===== src/rtl/cpu_mem_pkg.sv =====
// Shared types and constants for the unified instruction/data memory arbiter.
package cpu_mem_pkg;
  localparam int ADDR_W_DEF = 32;
  localparam int DATA_W_DEF = 32;
  localparam int unsigned ABORT_DATA = 0;

  typedef enum logic [1:0] {
    IDLE = 2'd0,
    DATA = 2'd1,
    INST = 2'd2
  } arb_state_t;
endpackage


===== src/rtl/mem_wait_watchdog.sv =====
// Wait-cycle counter for one memory transaction; flags expiry on the last
// allowed waiting cycle so the owner can abort at that edge.
module mem_wait_watchdog #(
  parameter int TIMEOUT = 15
) (
  input  logic clk,
  input  logic reset,
  input  logic clr,
  input  logic en,
  output logic expired
);
  localparam int CW = $clog2(TIMEOUT + 1);

  logic [CW-1:0] cnt;

  always_ff @(posedge clk or posedge reset) begin
    if (reset)               cnt <= '0;
    else if (clr)            cnt <= '0;
    else if (en && !expired) cnt <= cnt + CW'(1);
  end

  assign expired = en && (cnt == CW'(TIMEOUT - 1));
endmodule


===== src/rtl/unified_mem_arbiter.sv =====
// Single-port memory shared by fetch and load/store; MEM stage wins, one
// transaction at a time, pipeline stalled until every pending requester is served.
module unified_mem_arbiter
  import cpu_mem_pkg::*;
#(
  parameter int ADDR_W  = ADDR_W_DEF,
  parameter int DATA_W  = DATA_W_DEF,
  parameter int TIMEOUT = 15
) (
  input  logic              clk,
  input  logic              reset,
  input  logic              if_req,
  input  logic [ADDR_W-1:0] if_addr,
  output logic [DATA_W-1:0] if_rdata,
  output logic              if_served,
  input  logic              dm_read,
  input  logic              dm_write,
  input  logic [ADDR_W-1:0] dm_addr,
  input  logic [DATA_W-1:0] dm_wdata,
  output logic [DATA_W-1:0] dm_rdata,
  output logic              dm_served,
  output logic              mem_req,
  output logic              mem_we,
  output logic [ADDR_W-1:0] mem_addr,
  output logic [DATA_W-1:0] mem_wdata,
  input  logic              mem_ready,
  input  logic [DATA_W-1:0] mem_rdata,
  output logic              stall,
  output logic              bus_err
);
  arb_state_t state;
  logic dm_pend, if_pend, expired;

  assign dm_pend = (dm_read | dm_write) & ~dm_served;
  assign if_pend = if_req & ~if_served;
  assign stall   = dm_pend | if_pend;

  mem_wait_watchdog #(.TIMEOUT(TIMEOUT)) u_wdog (
    .clk     (clk),
    .reset   (reset),
    .clr     (state == IDLE),
    .en      (state != IDLE),
    .expired (expired)
  );

  always_ff @(posedge clk or posedge reset) begin
    if (reset) begin
      state     <= IDLE;
      mem_req   <= 1'b0;
      mem_we    <= 1'b0;
      mem_addr  <= '0;
      mem_wdata <= '0;
      if_rdata  <= '0;
      dm_rdata  <= '0;
      if_served <= 1'b0;
      dm_served <= 1'b0;
      bus_err   <= 1'b0;
    end else begin
      // Pipeline advanced: served flags retire. A completion below overrides.
      if (!stall) begin
        if_served <= 1'b0;
        dm_served <= 1'b0;
      end
      case (state)
        IDLE: begin
          if (dm_pend) begin
            mem_addr  <= dm_addr;
            mem_wdata <= dm_wdata;
            mem_we    <= dm_write;
            mem_req   <= 1'b1;
            state     <= DATA;
          end else if (if_pend) begin
            mem_addr <= if_addr;
            mem_we   <= 1'b0;
            mem_req  <= 1'b1;
            state    <= INST;
          end
        end
        DATA: begin
          if (mem_ready) begin
            mem_req   <= 1'b0;
            dm_served <= 1'b1;
            if (!mem_we) dm_rdata <= mem_rdata;
            state     <= IDLE;
          end else if (expired) begin
            mem_req   <= 1'b0;
            dm_served <= 1'b1;
            dm_rdata  <= DATA_W'(ABORT_DATA);
            bus_err   <= 1'b1;
            state     <= IDLE;
          end
        end
        INST: begin
          if (mem_ready) begin
            mem_req   <= 1'b0;
            if_served <= 1'b1;
            if_rdata  <= mem_rdata;
            state     <= IDLE;
          end else if (expired) begin
            mem_req   <= 1'b0;
            if_served <= 1'b1;
            if_rdata  <= DATA_W'(ABORT_DATA);
            bus_err   <= 1'b1;
            state     <= IDLE;
          end
        end
        default: state <= IDLE;
      endcase
    end
  end
endmodule


===== config.mk =====
export PLATFORM = sky130hd
export DESIGN_NAME = unified_mem_arbiter
export DESIGN_NICKNAME = d
export VERILOG_FILES = /design/src/rtl/cpu_mem_pkg.sv /design/src/rtl/mem_wait_watchdog.sv /design/src/rtl/unified_mem_arbiter.sv
export SDC_FILE = /design/constraint.sdc
export NUM_CORES = 1
export LEC_CHECK = 0
export ABC_AREA = 1
export BUFFER_PORTS_ARGS = -buffer_cell sky130_fd_sc_hd__buf_2
export CAP_MARGIN = 10
export CORE_ASPECT_RATIO = 1.75
export CORE_MARGIN = 3
export CORE_UTILIZATION = 49
export CTS_BUF_LIST = sky130_fd_sc_hd__clkbuf_8
export CTS_CLUSTER_DIAMETER = 200
export DETAILED_ROUTE_END_ITERATION = 16
export PLACE_DENSITY = 0.86
export RECOVER_POWER = 50
export SYNTH_ARGS = -nofsm -noshare
export SYNTH_HDL_FRONTEND = slang
export SYNTH_SLANG_ARGS = --single-unit

===== constraint.sdc =====
create_clock -name clk -period 4.8 [get_ports clk]
set_input_delay 0 -clock clk [delete_from_list [all_inputs] [get_ports clk]]
set_output_delay 0 -clock clk [all_outputs]
set_load 0.02 [all_outputs]

After elaboration in Yosys (flattened, before gate mapping)
Index checks and enable logic that the tools add are counted.

cells by class
  add/subtract/negate cells = 1
  equal/unequal tests = 6
  muxes and demuxes = 28
  bitwise operators = 7
  reduce and logical (&&, ||, !) cells = 17

operator list
  kind                                                                    number
  32-bit two-way mux                                                      6
  1-bit two-way mux                                                       14
  2-bit nonzero test                                                      5
  3-bit AND reduction                                                     3
  2-bit two-way mux                                                       4
  4-bit two-way mux                                                       2
  2-bit AND reduction                                                     4
  4-bit by 1-bit adder with 4-bit output (second input constant)          1
  4-bit equality test (second input constant)                             1
  2-bit one-hot mux with 2 select lines                                   1
  3-bit by 1-bit != test with 1-bit output (second input constant)        1
  3-bit != test (second input constant)                                   1
  1-bit inverter                                                          3
  1-bit AND                                                               2
  2-bit by 1-bit equality test with 1-bit output (second input constant)  1
  2-bit equality test (second input constant)                             1
  1-bit logical AND                                                       2
  2-bit logical NOT                                                       1
  2-bit != test (second input constant)                                   1
  1-bit OR                                                                2
  1-bit one-hot mux with 2 select lines                                   1
  2-bit OR reduction                                                      1
  1-bit logical NOT                                                       1

word-level totals
  register bits after elaboration = 139
  bits of input ports = 134
  output and inout bits = 134

Logic depth before layout (Yosys ltp)
Gate-level depths: netlist (run 1).

  word-level depth = 7
  depth in mapped cells = 10
  depth with buffers taken out = 9

Cells and area by module
Synthesis (run 1) repeated with hierarchy kept, for this count alone.

unflattened totals
  cell total of the unflattened synthesis = 695
  area total of the unflattened synthesis = 6009.5 µm²

by module, submodules not included
  module               instances  cells an instance  area an instance (µm²)
  unified_mem_arbiter  1          662                5755.5
  mem_wait_watchdog    1          33                 254.0

Worst setup path after synthesis (run 1)
OpenSTA, ideal clock, no wires.

  path kind = reg2reg
  from = register state[0]
  to = register if_rdata[0]
  library setup time = 0.117 ns
  arrival = 1.405 ns
  path slack = 3.278 ns
  stages on the path, launching flop included = 11
  path buffers = 2
  period minus slack after synthesis = 1.522 ns
  cell sequence = dfrtp_1 -> inv_1 -> ha_1 -> buf_6 -> nor2_1 -> nand2_2 -> nand2_2 -> nand2_2 -> buf_6 -> nand2_1 -> nand2_1

on the way
  word-level cells in the longest chain between the ends = 4
  elaborated cells on any way between the ends = 5
  those cells by class = 1 x eq/ne; 4 x reduce/logical

RTL lines
  item                               line                        source
  start, declared                    unified_mem_arbiter.sv:31   arb_state_t state;
  start signal, assigned             unified_mem_arbiter.sv:48   state <= IDLE;
  start signal, assigned             unified_mem_arbiter.sv:71   state <= DATA;
  start signal, assigned             unified_mem_arbiter.sv:76   state <= INST;
  2-bit nonzero test                 unified_mem_arbiter.sv:42   .en (state != IDLE),
  1-bit logical AND                  mem_wait_watchdog.sv:22     assign expired = en && (cnt == CW'(TIMEOUT - 1));
  2-bit nonzero test (no line)       -
  2-bit AND reduction (no line) (*)  -
  end signal, assigned               unified_mem_arbiter.sv:97   if_rdata <= mem_rdata;
  end signal, assigned               unified_mem_arbiter.sv:102  if_rdata <= DATA_W'(ABORT_DATA);
  end, declared                      unified_mem_arbiter.sv:14   output logic [DATA_W-1:0] if_rdata,

Every way passes the cells marked *; elsewhere a longest branch is shown, timed or not.
A chain may end at the register's enable or synchronous reset.

==> qor.txt, run 1 <==
R2R Path Start = state[0]$_DFFE_PP0P_
DRC errors left = 0
Via/cell ratio = 5.10
Synth top area cells = dfrtp_1 (56%), nand2_1 (18%), inv_1 (4.7%)
Worst path max stage delay = 1.88 ns
Commonest cells after routing, fill and taps aside = nand2_1 (301), dfrtp_1 (139), buf_2 (139)
Violated checks = capacitance limit, slew limit
Synth Cell Area = 0.00620 sq mm
Multi-input logic area = 0.00214 sq mm
Initial antenna violation count = 0
Synth Area in Compound Gates = 7.63%
Final Hold Viols = 0
Num ports = 268
Fin nets = 1245
Worst slew pin tran = 3.35 ns
Synth-to-Final Area Change = 46.6%
PwrDens = 640 mW/mm^2
Detail Placement HPWL = 11.9 mm
Placed instance area = 0.00752 sq mm
Die width = 91.0 um
CTS max path bufs = 2
CTS sink cnt = 139
Leading cell type in the layout, fill and taps excluded = nand2_1
Post-Syn Nets = 865
Final core utilization = 74.5%
Rel. slew slack = -125%
Vias in the first global route = 6704
Switching Power = 2.76 mW
Vias = 6549
Fill count = 864
Fin Hold WS = 0.279 ns
Starting Density = 50.8%
Fmax = 331 MHz
Row cnt = 53
Status = finished with violations
Power Internal = 3.06 mW
Crit path required time = 5.28 ns
First-pass GRT wire length = 32.6 mm
Most area-hungry cell type in the Yosys netlist = dfrtp_1
Die ar. = 0.0141 sq mm
Top cell type's share of synthesized area = 56.1%
Max Slew Vio Count = 80
Antenna diodes = 0
Max FO, Critical Path = 79
CORE AREA = 0.0122 sq mm
Clk Latency, worst-skew pair = 0.43 ns
Comb power frac = 47.5%
Startpoint types = input pin
Skew final = 0.0153 ns
RSZ-0062 raised after global routing = no
Final instance area = 0.00909 sq mm
Mux contribution to synthesized area = 0%
CTS tree = yes
Adder-cell share of the synthesized area = 1.21%
Leak = 4.84 nW
Mapped Cells = 725
Layout cells sized above 1 = 18.8%
Setup bufs post-CTS = 0
CP Launch Point = reset
Hold Path Class = input pin to flop
Root Driver = clkbuf_8
First-pass detailed-route iteration total = 5
Post-route antenna net violation count = 0
Post-Synth XOR/XNOR Area = 0.141%
Grt ovf = 0
Switching part of the total = 47.5%
Fin crit share = 63.0%
Max cap viols = 1
Clock group share of total power = 17.0%
Worst-path cell chain = dlygate4sd3_1 > buf_2 > clkinvlp_2 > buf_4
Reg2reg setup slack = 2.58 ns
Avg WL per Cell = 15.7 um
Post-Route Setup TNS = 0 ns
Final setup violation count = 0
Fin worst setup slack = 1.78 ns
Placer Congestion = 0.834
First DRT Iteration DRCs = 452
Critical Path AT = 3.50 ns
Sequential share of the synthesized area = 56.1%
H-Tree Depth = 4
Largest net degree at the start of global routing = 80
Worst-path clk slew = 0.08 ns
Port buffer count = 267
Distinct cells, synth = 23
Syn avg cell area = 8.55 sq um
Fin crit period = 3.02 ns
Worst Min Path Start = dm_read
Slowest-stage cell, CP = clkinvlp_2
Post-synthesis register bit count = 139
Simple-gate share of the synthesized area = 25.4%
CP Capture Type = asynchronous set/reset pin
CTS Buf Count = 17
Reg area = 0.00348 sq mm
Worst IR Drop VDD = 0.324 mV
Crit Path Category = input pin to asynchronous set/reset pin
Reg power frac = 35.6%
GRT Util Overall = 29.0%
Die height = 155 um
Routed WL = 20.2 mm
Main combinational cell family by area after synthesis = simple AND/OR/NAND/NOR gates
Ys Warns = 0
DP Worst Slack = 2.66 ns
## state kept, by name, indices dropped and copies added (netlist names)
| register | cells |
|---|---|
| if_rdata | 32 |
| dm_rdata | 32 |
| dm_served | 1 |
| mem_addr | 32 |
| state | 2 |
| if_served | 1 |
| u_wdog.cnt | 4 |
| mem_req | 1 |
| bus_err | 1 |
| mem_we | 1 |
| mem_wdata | 32 |
## kinds of logic after synthesis
| family | Yosys count |
|---|---|
| AND/OR/NAND/NOR | 379 |
| flip-flops | 139 |
| AO/OA/AOI/OAI | 76 |
| adder cells (fa/ha/maj) | 6 |
| buffers and inverters | 124 |
| XOR/XNOR | 1 |
## repair_timing
action                                 in CTS  in global routing
hold buffers                              132                  0
endpoints found under the hold margin     208                  0
gates resized for setup                     0                  0
## area by class of cell
type / instances / share of cell area, %
Multi-Input combinational cell: 462 / 23.6
Clock buffer: 19 / 2.88
Clock inverter: 13 / 1.72
Inverter: 79 / 3.28
Tap cell: 165 / 2.27
Sequential cell: 139 / 38.3
Timing Repair Buffer: 406 / 28.0
## power by group through the flow
| stage | Sequential [mW] | Combinational, mW | Clock [mW] |
|---|---|---|---|
| floorplan | 2.69 | 1.17 | 0 |
| global placement | 2.02 | 2.60 | 0 |
| CTS | 2.03 | 2.86 | 1.01 |
| finish | 2.07 | 2.76 | 0.988 |
| detailed placement | 2.04 | 2.68 | 0 |
| global route | 2.12 | 3.03 | 1.06 |
## cell usage after synthesis
| master | n |
|---|---|
| xor2_1 | 1 |
| buf_2 | 9 |
| or2_1 | 1 |
| nor2_1 | 2 |
| dfrtp_1 | 139 |
| buf_1 | 2 |
| inv_1 | 77 |
| inv_2 | 2 |
| nand2_2 | 4 |
| nand3_1 | 37 |
| o21ai_1 | 8 |
| o21ai_2 | 23 |
| a21o_1 | 1 |
| nand4_1 | 33 |
| buf_4 | 4 |
| nand3_4 | 1 |
| buf_6 | 13 |
| a31oi_1 | 1 |
| clkbuf_1 | 17 |
| ha_1 | 6 |
| o31ai_1 | 1 |
| nand2_1 | 301 |
| o21ai_0 | 42 |
## worst max-delay path: cells and delay by family
| family | cells | cell delay [ns] |
|---|---|---|
| buf+inv | 4 | 3.44 |
## through the flow
step / power, mW / std cells
2_1_floorplan: 3.86 / 725
3_5_place_dp: 4.72 / 1119
3_3_place_gp: 4.62 / 1119
4_1_cts: 5.90 / 1283
6_report: 5.82 / 1283
5_1_grt: 6.21 / 1283
## per-layer routing
| layer | part of all wire [%] | track usage (%) | up-vias |
|---|---|---|---|
| li1 | - | - | 3030 |
| met1 | 34 | 30.9 | 3083 |
| met2 | 53 | 51.6 | 350 |
| met3 | 6.9 | 6.76 | 86 |
| met4 | 5.6 | 17.3 | 0 |
| met5 | 0 | 0 | - |
## final timing paths
path                            depth (start not counted)                  endpoint
min in group asynchronous                               3  dm_rdata[23]$_DFFE_PP0P_
worst min-delay path                                    4       if_served$_DFF_PP0_
worst min register to register                          1       bus_err$_DFFE_PP0P_
max in group clk                                        6  mem_addr[24]$_DFFE_PP0P_
worst max-delay path                                    4  mem_addr[30]$_DFFE_PP0P_
worst max register to register                          6  mem_addr[24]$_DFFE_PP0P_
Note: power is estimated with default switching activity, not from simulation.
==> inputs of run 2 (changes only) <==
Clock period 4.8 ns to 2.9 ns, I/O delays scaled along.
==> run 2 against run 1 <==
The run still ends with capacitance limit, slew limit left. Sequential power up 65%. Core utilization up 0.44 points. Critical path type unchanged. Largest cell class unchanged. Clock power up 55%. Setup slack worse by 1.0 ns. Register-to-register slack worse by 1.8 ns.
==> qor.txt, run 2 (synthesis results as in run 1) <==
Status = finished with violations
Violated checks = capacitance limit, slew limit
Grt ovf = 0
First-pass GRT wire length = 34.2 mm
Detail Placement HPWL = 12.2 mm
H-Tree Depth = 4
Worst Setup EP = mem_wdata[16]$_DFFE_PP0P_
CTS tree = yes
First DRT Iteration DRCs = 468
Fmax = 460 MHz
Leak = 5.04 nW
Cell Count, Final, Fillers Out = 1285
Avg WL per Cell = 16.6 um
First-pass detailed-route iteration total = 5
CTS sink cnt = 139
Max Slew Vio Count = 88
Final Hold Viols = 0
Post-Route Setup TNS = 0 ns
Final setup violation count = 0
Max cap viols = 1
Critical R2R Capture = mem_addr[17]$_DFFE_PP0P_
Startpoint types = input pin
Initial antenna violation count = 1
R2R Path Start = dm_served$_DFF_PP0_
Row cnt = 53
Worst-path clk slew = 0.08 ns
Die ar. = 0.0141 sq mm
Reg2reg setup slack = 0.74 ns
Post-route antenna net violation count = 0
Starting Density = 50.8%
CTS Buf Count = 17
Layout cells sized above 1 = 24.2%
Largest net degree at the start of global routing = 88
Die height = 155 um
Placer Congestion = 0.893
CORE AREA = 0.0122 sq mm
Power after layout = 9.73 mW
RSZ-0062 raised after global routing = no
CP Launch Point = reset
Critical Path AT = 2.28 ns
Fin Hold WS = 0.0857 ns
Setup bufs post-CTS = 0
Worst IR Drop VDD = 0.658 mV
Leading cell type in the layout, fill and taps excluded = nand2_1
Vias in the first global route = 6892
Max FO, Critical Path = 87
Fin crit share = 74.9%
Routed WL = 21.3 mm
Root Driver = clkbuf_8
Port buffer count = 267
Fin nets = 1247
Rel. slew slack = -40.9%
Vias = 6688
Synth-to-Final Area Change = 47.5%
Fin crit period = 2.17 ns
Clk Latency, worst-skew pair = 0.43 ns
Post-CTS sizing = 0
CP Capture Type = asynchronous set/reset pin
Hold Path Class = input pin to flop
Cell count after placement = 1121
DRC errors left = 0
Reg2Reg Depth = 7
Crit Path Category = input pin to asynchronous set/reset pin
PwrDens = 1060 mW/mm^2
Crit path required time = 3.01 ns
Final core utilization = 75.0%
Die width = 91.0 um
Commonest cells after routing, fill and taps aside = nand2_1 (301), buf_2 (199), dfrtp_1 (139)
Skew final = 0.00943 ns
GRT Util Overall = 30.7%
Via/cell ratio = 5.20
Num ports = 268
Worst slew pin tran = 2.11 ns
CTS max path bufs = 2
## run 2: cell count changes in the layout (fill, tap and decap cells not counted), moves of 3 or more
cell      before  now
buf_2        139  199
clkbuf_1     128   68
clkinv_2       0    4
clkinv_4       1    4
## run 2: where the power goes
group | total, mW | internal [mW] | switching (mW)
Combinational | 4.78 | 1.49 | 3.29
Clock | 1.53 | 0.762 | 0.766
Sequential | 3.42 | 2.87 | 0.556
Total | 9.73 | 5.12 | 4.61
## run 2: critical path: stages
cell,delay [ns]
dlygate4sd3_1,0.55
clkbuf_1,0.12
clkinvlp_4,0.07
clkbuf_2,1.49
## run 2: repair_timing
item,CTS,global route
setup endpoints to repair,0,0
hold buffers,132,0
hold endpoints to repair,270,0
## run 2: per-layer routing
layer	up-vias	track usage, %	share of wire (%)
met5	-	0	0
met4	0	20.4	6.7
met3	116	7.40	6.6
met2	410	54.6	54
met1	3132	31.4	33
li1	3030	-	-
## run 2: final cells by class
class / instances / area [sq um]
clock buffers: 17 / 234
clock inverters: 14 / 148
inverters: 79 / 300
multi-input cells: 462 / 2140
well taps: 165 / 206
fillers: 852 / 3060
flip-flops and latches: 139 / 3480
diodes: 1 / 2.50
repair buffers: 408 / 2640
## run 2: worst min path at each step
stage | from | end | slack [ns] | cells past startpoint
final | mem_ready | if_rdata[31]$_DFFE_PP0P_ | 0.09 | 3
after global routing | mem_ready | if_rdata[2]$_DFFE_PP0P_ | 0.11 | 3
after CTS | mem_ready | if_rdata[6]$_DFFE_PP0P_ | 0.04 | 3
after detailed placement | reset | if_rdata[3]$_DFFE_PP0P_ | 0.18 | 3
after global placement | reset | if_rdata[3]$_DFFE_PP0P_ | 0.17 | 3
after floorplan | dm_wdata[22] | mem_wdata[22]$_DFFE_PP0P_ | 0.13 | 2
## run 2: through the flow
stage / cell area (sq um) / setup slack [ns]
final: 9150 / 0.728
after global routing: 9150 / 0.365
after CTS: 9250 / 0.858
after detailed placement: 7540 / 0.889
after global placement: 7540 / 0.977
after floorplan: 6210 / 1.16
==> inputs of run 3 (changes only) <==
Settings changed: ABC_AREA 1 to 0, CORE_UTILIZATION 49 to 45, PLACE_DENSITY 0.86 to 0.83.
Clock period 2.9 ns to 1.88 ns, I/O delays scaled along.
==> run 3 against run 2 <==
The run now ends clean. Critical path type is now flop to flop. Power increased by 63%. Worst hold slack got worse by 0.050 ns. Via count decreased by 16%. Synthesized cell count decreased by 33%. Global-route usage decreased by 4.6 points. Sequential share of layout area decreased by 0.99 points. Cell count decreased by 16%. First-iteration DRC count decreased by 56%. Core utilization decreased by 5.5 points. Die area increased by 9.1%.
==> qor.txt, run 3 <==
Largest net degree at the start of global routing = 73
Most area-hungry cell type in the Yosys netlist = dfrtp_1
Max layer used = met4
Die height = 162 um
Asr flop ratio synth = 100%
Fin worst setup slack = 0.132 ns
Critical Path AT = 2.06 ns
CTS max path bufs = 2
Post-synthesis register bit count = 139
Setup bufs post-CTS = 0
Leak = 4.43 nW
Row cnt = 56
CTS Hold Bufs = 132
Skew final = 0.0107 ns
Reg power frac = 34.3%
Startpoint types = flop
GRT Util Overall = 26.1%
Layout cells sized above 1 = 39.2%
CTS sink cnt = 139
Worst IR Drop VDD = 0.886 mV
PwrDens = 1690 mW/mm^2
Avg WL per Cell = 18.3 um
Top cell type's share of synthesized area = 55.7%
First-pass detailed-route iteration total = 5
Switching Power = 6.78 mW
Commonest cells after routing, fill and taps aside = buf_2 (200), dfrtp_1 (138), dlygate4sd3_1 (132)
Detail Placement HPWL = 11.9 mm
Post-Route Setup TNS = 0 ns
Initial antenna violation count = 0
Fin crit period = 1.75 ns
Synth top area cells = dfrtp_1 (56%), mux2_2 (13%), a22o_1 (9.0%)
Rel. slew slack = 37.0%
Sequential share of the synthesized area = 55.7%
Max FO, Critical Path = 32
Fin Hold WS = 0.0356 ns
Crit path required time = 2.20 ns
Switching part of the total = 42.7%
Syn avg cell area = 12.8 sq um
Max Slew Vio Count = 0
Antenna diodes = 0
Fin crit share = 93.0%
DP Worst Slack = 0.149 ns
H-Tree Depth = 4
Synth Cell Area = 0.00624 sq mm
Fmax = 572 MHz
Mapped Cells = 488
Power Internal = 9.11 mW
Root Driver = clkbuf_8
CORE AREA = 0.0135 sq mm
CP Capture Type = flop
Starting Density = 46.2%
Post-Syn Nets = 628
Max cap viols = 0
DRC errors left = 0
R2R Path Start = state[0]$_DFFE_PP0P_
Worst-path clk slew = 0.08 ns
Post-route antenna net violation count = 0
Ys Warns = 0
Met2 WL = 10.5 mm
Routed met1 length = 7.13 mm
Comb power frac = 50.1%
RSZ-0062 raised after global routing = no
Critical R2R Capture = mem_wdata[14]$_DFFE_PP0P_
Status = finished, final reports clean
Main flop type after synthesis = dfrtp_1
Post-CTS sizing = 0
Die ar. = 0.0154 sq mm
Distinct cells, synth = 38
Grt ovf = 0
Final setup violation count = 0
Final core utilization = 69.5%
First DRT Iteration DRCs = 208
Met3 Wirelength = 1.41 mm
Top cells by count, synth = dfrtp_1 (139), mux2_2 (71), nand2_1 (70)
Crit Path Category = flop to flop
Synth-to-Final Area Change = 50.5%
Placer Congestion = 0.761
CTS tree = yes
Vias = 5619
Most numerous cell in the Yosys netlist = dfrtp_1
Worst slew pin tran = 0.946 ns
Fin nets = 1029
Hold Path Class = input pin to flop
Die width = 95.0 um
Vias in the first global route = 6194
First-pass GRT wire length = 30.9 mm
Clock group share of total power = 15.7%
Via/cell ratio = 5.22
Reg2Reg Depth = 5
Leading cell type in the layout, fill and taps excluded = buf_2
Fill count = 943
Worst Setup EP = mem_wdata[14]$_DFFE_PP0P_
Port buffer count = 267
Final Hold Viols = 0
Routed WL = 19.7 mm
CP Launch Point = state[0]$_DFFE_PP0P_
CTS Buf Count = 17
Num ports = 268
EDFF count, synth = 0
Reg2reg setup slack = 0.13 ns
Clk Latency, worst-skew pair = 0.43 ns
## run 3: cell types whose count changed in the layout (fill, tap and decap cells not counted), sizes merged, moves of 3 or more
cell,before,now
nand2,305,70
nand3,38,3
buf,206,217
clkinv,8,2
a22o,0,64
clkinvlp,3,6
nand4,33,1
a21oi,0,3
o21ai,73,37
inv,80,10
mux2,0,96
## run 3: routing by layer
layer | up-vias | GRT usage [%]
li1 | 2552 | -
met4 | 0 | 12.9
met1 | 2745 | 27.7
met2 | 271 | 46.3
met5 | - | 0
met3 | 51 | 7.28
## run 3: how the worst min path moves through the flow
| stage | start | end | slack [ns] | depth (start not counted) |
|---|---|---|---|---|
| after floorplan | mem_rdata[17] | if_rdata[17]$_DFFE_PP0P_ | 0.14 | 1 |
| after global placement | reset | mem_addr[23]$_DFFE_PP0P_ | 0.16 | 3 |
| after detailed placement | reset | mem_addr[21]$_DFFE_PP0P_ | 0.17 | 3 |
| after CTS | mem_ready | bus_err$_DFFE_PP0P_ | 0.007 | 3 |
| after global routing | mem_ready | bus_err$_DFFE_PP0P_ | 0.02 | 3 |
| final | mem_ready | bus_err$_DFFE_PP0P_ | 0.04 | 3 |
## run 3: cell families after synthesis
logic type / after synthesis / synth area share, %
xor+xnor: 1 / 0.140
fa+ha+maj: 6 / 1.20
mux: 96 / 18.8
compound gates: 115 / 13.9
simple gates: 89 / 6.05
buf+inv: 42 / 4.15
flops: 139 / 55.7
## run 3: layout make-up
class	instances	area (sq um)	area share, %
clock buffers	18	248	2.64
clock inverters	14	158	1.68
inverters	6	23.8	0.253
multi-input cells	307	2510	26.8
flip-flops and latches	139	3480	37.0
well taps	174	218	2.32
repair buffers	418	2750	29.3
## run 3: power groups by stage
stage / clock network (mW) / logic (mW) / registers (mW)
3_5_place_dp: 0 / 7.90 / 5.39
3_3_place_gp: 0 / 7.70 / 5.31
4_1_cts: 2.55 / 8.12 / 5.36
2_1_floorplan: 0 / 3.69 / 7.08
5_1_grt: 2.68 / 8.53 / 5.62
6_report: 2.49 / 7.96 / 5.45
## run 3: worst max-delay path: stages (launching register included)
cell and delay, ns:
dfrtp_1 0.42, inv_1 0.08, ha_1 0.24, nand2_1 0.08, buf_4 0.38, mux2_2 0.40
## run 3: per-stage QoR
step | area, sq um | instances | power, mW
finish | 9400 | 1076 | 15.9
global route | 9400 | 1076 | 16.8
CTS | 9510 | 1076 | 16.0
detailed placement | 7780 | 912 | 13.3
global placement | 7780 | 912 | 13.0
floorplan | 6240 | 488 | 10.8
